`src/rtl/sr_latch_ctrl.sv`:
```
// Round-robin sequencer sharing one external NAND SR latch among NREQ requesters.
// Drives registered active-low set/reset pulses, waits to settle, then verifies q feedback.
module sr_latch_ctrl #(
    parameter int NREQ          = 4,
    parameter int PULSE_CYCLES  = 2,
    parameter int SETTLE_CYCLES = 3
) (
    input  logic            clk,
    input  logic            rst_n,
    input  logic [NREQ-1:0] req,
    input  logic [NREQ-1:0] op,
    output logic [NREQ-1:0] ack,
    output logic            s_n,
    output logic            r_n,
    input  logic            q_fb,
    output logic            flag,
    output logic            busy,
    output logic            err
);

    localparam int GW   = (NREQ > 1) ? $clog2(NREQ) : 1;
    localparam int CMAX = (PULSE_CYCLES > SETTLE_CYCLES) ? PULSE_CYCLES : SETTLE_CYCLES;
    localparam int CW   = $clog2(CMAX + 1);

    localparam logic [CW-1:0] PULSE_LAST  = CW'(PULSE_CYCLES - 1);
    localparam logic [CW-1:0] SETTLE_LAST = CW'(SETTLE_CYCLES - 1);
    localparam logic [GW-1:0] LAST_IDX    = GW'(NREQ - 1);
    localparam logic [GW:0]   NREQ_EXT    = (GW + 1)'(NREQ);

    typedef enum logic [1:0] {
        IDLE,
        PULSE,
        SETTLE,
        CHECK
    } state_t;

    state_t          state, state_nxt;
    logic [CW-1:0]   cnt, cnt_nxt;
    logic [GW-1:0]   gidx, gidx_nxt;
    logic [GW-1:0]   rr, rr_nxt;
    logic            op_g, op_g_nxt;
    logic [1:0]      q_sync;
    logic            s_n_nxt, r_n_nxt;
    logic [NREQ-1:0] ack_nxt;
    logic            flag_nxt, err_nxt;

    logic [2*NREQ-1:0] req_dbl;
    logic [NREQ-1:0]   req_rot;
    logic [GW-1:0]     win_off;
    logic [GW:0]       win_sum;
    logic [GW-1:0]     win_idx;
    logic              any_req;

    // Rotate requests so the rr pointer sits at bit 0, take the lowest set bit, rotate back.
    always_comb begin
        req_dbl = {req, req} >> rr;
        req_rot = req_dbl[NREQ-1:0];
        win_off = '0;
        for (int i = NREQ - 1; i >= 0; i--) begin
            if (req_rot[i]) begin
                win_off = GW'(i);
            end
        end
        win_sum = {1'b0, rr} + {1'b0, win_off};
        if (win_sum >= NREQ_EXT) begin
            win_sum = win_sum - NREQ_EXT;
        end
        win_idx = win_sum[GW-1:0];
        any_req = |req;
    end

    // Latch drive values are computed for the next state, so s_n/r_n come straight from flops.
    always_comb begin
        state_nxt = state;
        cnt_nxt   = cnt + CW'(1);
        gidx_nxt  = gidx;
        op_g_nxt  = op_g;
        rr_nxt    = rr;
        s_n_nxt   = 1'b1;
        r_n_nxt   = 1'b1;
        ack_nxt   = '0;
        flag_nxt  = flag;
        err_nxt   = err;

        case (state)
            IDLE: begin
                cnt_nxt = '0;
                if (any_req) begin
                    state_nxt = PULSE;
                    gidx_nxt  = win_idx;
                    op_g_nxt  = op[win_idx];
                    s_n_nxt   = ~op[win_idx];
                    r_n_nxt   = op[win_idx];
                end
            end
            PULSE: begin
                s_n_nxt = ~op_g;
                r_n_nxt = op_g;
                if (cnt == PULSE_LAST) begin
                    state_nxt = SETTLE;
                    cnt_nxt   = '0;
                    s_n_nxt   = 1'b1;
                    r_n_nxt   = 1'b1;
                end
            end
            SETTLE: begin
                if (cnt == SETTLE_LAST) begin
                    state_nxt     = CHECK;
                    cnt_nxt       = '0;
                    ack_nxt[gidx] = 1'b1;
                end
            end
            CHECK: begin
                state_nxt = IDLE;
                cnt_nxt   = '0;
                flag_nxt  = op_g;
                if (q_sync[1] != op_g) begin
                    err_nxt = 1'b1;
                end
                rr_nxt = (gidx == LAST_IDX) ? '0 : gidx + GW'(1);
            end
            default: begin
                state_nxt = IDLE;
                cnt_nxt   = '0;
            end
        endcase
    end

    always_ff @(posedge clk or negedge rst_n) begin
        if (!rst_n) begin
            state  <= IDLE;
            cnt    <= '0;
            gidx   <= '0;
            rr     <= '0;
            op_g   <= 1'b0;
            q_sync <= '0;
            s_n    <= 1'b1;
            r_n    <= 1'b1;
            ack    <= '0;
            flag   <= 1'b0;
            err    <= 1'b0;
        end else begin
            state  <= state_nxt;
            cnt    <= cnt_nxt;
            gidx   <= gidx_nxt;
            rr     <= rr_nxt;
            op_g   <= op_g_nxt;
            q_sync <= {q_sync[0], q_fb};
            s_n    <= s_n_nxt;
            r_n    <= r_n_nxt;
            ack    <= ack_nxt;
            flag   <= flag_nxt;
            err    <= err_nxt;
        end
    end

    assign busy = (state != IDLE);

endmodule
```
`config.mk`:
```
export PLATFORM = sky130hd
export DESIGN_NAME = sr_latch_ctrl
export DESIGN_NICKNAME = d
export VERILOG_FILES = /design/src/rtl/sr_latch_ctrl.sv
export SDC_FILE = /design/constraint.sdc
export NUM_CORES = 1
export LEC_CHECK = 0
export CAP_MARGIN = 20
export CORE_UTILIZATION = 50
export DETAILED_ROUTE_END_ITERATION = 12
export GPL_ROUTABILITY_DRIVEN = 0
export PLACE_DENSITY = 0.77
export REMOVE_ABC_BUFFERS = 1
export SLEW_MARGIN = 20
export SYNTH_ARGS = -nofsm -noshare
export SYNTH_HDL_FRONTEND = slang
export SYNTH_SLANG_ARGS = --single-unit
```
`constraint.sdc`:
```
create_clock -name clk -period 2.7 [get_ports clk]
set_input_delay 0.54 -clock clk [delete_from_list [all_inputs] [get_ports clk]]
set_output_delay 0.54 -clock clk [all_outputs]
set_load 0.005 [all_outputs]
```
==> run metrics <==
top post-synthesis cells by count dfrtp_1, nand2_1, nor2_1, ha_1, o21ai_0; row count 16; CTS tree done; CP Capture Type flip-flop; vias in the first global route 741; Worst-Skew Late Latency ~0.28 ns; clk buf depth 2; pin slew with the least headroom to its limit around 0.85 ns; Fin Hold WS between 0.3 and 0.4 ns; CTS sink count 19; post-synthesis cell type count 29; Hold Path Class reg -> reg; HP Start q_sync[0]; die outline height roughly 48 µm; Final Slew Violations 0; final std cells w/o fill 158; initial antenna violation count 0; Post-synth EDFFs 0; Initial Util 54.04%; placed cell count 153; crit path DAT roughly 2.8 ns; Yosys top cell by area dfrtp_1; Via Count 834; f_max around 400 MHz; layout cell share with drive strength beyond 1 16.03%; Overall Global Routing Usage around 19%; DRT Pass-1 Iters 4; grt ovf 0; CTS Hold Bufs 0; syn avg cell area 10.20 µm²; max_cap viols 0; RSZ-0062 raised after global routing false; routed wire length 1.944 mm; Final Core Density 68.12%; remaining antenna violation count 0; met3 wire length roughly 73 µm; TritonCTS buffer count 3; Root Buffer clkbuf_4; Metal-1 WL between 800 and 900 µm; Die Width 48.28 µm; asr flop ratio synth 100.0%; critical path peak fanout 3; Final setup viols 0; CP startpoint req[3]; CP startpoint kind input pin; yosys warns 0; status finished clean; Yosys top cell area share 39.72%; clock-pin slew on the worst setup and hold paths roughly 0.1 ns; Core ar. 1982 µm²; DR vias/cell between 5 and 6; Hold Vio Cnt, Final 0; post-synthesis register bit count 19; met2 WL between 1 and 1.5 mm; Area growth, synth to finish 26.05%; drt wl/cell roughly 12 µm; Period Utilization, post-route 95.14%; Relative slew margins 43.05%; cell area after placement 1306 µm²; Final Net Count roughly 150; most common cell in the netlist dfrtp_1; top layer in use met4; WP data required 2.92 ns; pwr/cell area 1010 nW/µm²; Remaining DRCs 0; first-pass GRT wire length around 3 mm; drt initial violations 16; DP HPWL 1.510 mm; leak pwr 0.6474 nW; Ant. Diodes 0; peak supply drop around 0.63 mV; min Tclk post-route roughly 2.6 ns; Tot Pwr 1.364 mW; IO buf count 19; sequential fraction of the synthesis area between 40 and 50%; Setup CP Type in -> reg; Critical R2R Launch rr[1]; CTS H-Tree Depth 1; fill cell instance count of the final layout 153; num ports 20; top cells by area, synth dfrtp_1, ha_1, mux2_2; Final Instance Area 1350 µm²; die area 2331 µm²; Mapped Cells 105; Main synth FF type dfrtp_1; pin count of the biggest net entering global routing 20; Fin Clk Skew 0.002798 ns; synthesized area 1071 µm²
## critical path: stages
cell and delay [ns]:
clkdlybuf4s50_1 0.47, nor2b_1 0.21, a21oi_1 0.06, nor2_1 0.12, a211oi_2 0.05, a21oi_1 0.14
ha_1 0.18, xor2_1 0.18, xnor2_1 0.19, mux2_4 0.35, o31a_1 0.29
## per-layer routing
| layer | global-route usage [%] | vias up |
|---|---|---|
| li1 | - | 407 |
| met1 | 23.76 | 403 |
| met2 | 31.20 | 22 |
| met3 | 5.926 | 2 |
| met4 | 8.333 | 0 |
| met5 | 0 | - |
## cell type report
cell class                      instances  area, µm²  area share (%)
Clock buffer                            4      26.28           1.946
Inverter                                6      22.52           1.668
Multi-Input combinational cell         77      549.3           40.69
Sequential cell                        19      478.0           35.40
Tap cell                               27      33.78           2.502
Timing Repair Buffer                   25      240.2           17.79
## path summary, 6_finish.rpt
kind | endpoint | slack [ns] | cells after the start
min in group asynchronous | ack[2] | 0.73 | 1
hold reg to reg | q_sync[1] | 0.37 | 0
setup reg to reg | s_n | 0.34 | 10
setup / recovery | s_n | 0.13 | 11
max in group asynchronous | state[0] | 1.44 | 1
hold / removal | q_sync[1] | 0.37 | 0
## layout by cell type, fill, tap and decap left out, types with 3 or more instances in the layout
cell type,n
dfrtp_1,17
clkbuf_4,3
nand2_1,10
o21ai_0,8
clkdlybuf4s50_1,17
and3_1,4
a21oi_1,6
nor2_1,10
nand2b_1,3
nor2b_1,4
ha_1,9
inv_1,6
buf_4,6
mux2_2,5
## cell families after synthesis
kind of cell               count (synthesis)  share of synthesized area [%]
xor gates and xnor gates                   3                          2.454
and+or+nand+nor                           36                          16.36
muxes                                      9                          9.930
buffers and inverters                      9                          4.555
adders and majority gates                  9                          10.51
DFF                                       19                          44.63
AOI/OAI and AO/OA                         20                          11.57
## power breakdown
| part | switching, mW | internal (mW) | total (mW) |
|---|---|---|---|
| logic | 0.336 | 0.394 | 0.730 |
| clock network | 0.0791 | 0.0574 | 0.136 |
| registers | 0.106 | 0.392 | 0.498 |
## metrics by stage
step                      worst slack [ns]  setup TNS (ns)
after global routing               0.02421               0
after detailed placement           -0.2197         -0.4099
after floorplan                     0.4316               0
final                               0.1312               0
after global placement             -0.1221         -0.2078
after CTS                          0.08199               0
## registers in the layout, summed over array words and instances (netlist names)
| register | count |
|---|---|
| cnt | 2 |
| state | 2 |
| s_n | 1 |
| r_n | 1 |
| gidx | 2 |
| flag | 1 |
| q_sync | 2 |
| ack | 4 |
| rr | 2 |
| err | 1 |
| op_g | 1 |
## repair_timing
| action | in CTS | in global routing |
|---|---|---|
| endpoints found under the setup margin | 0 | 1 |
| setup buffers | 0 | 1 |
| gates resized for setup | 0 | 3 |
No activity file was read; power rests on OpenSTA's default activity.
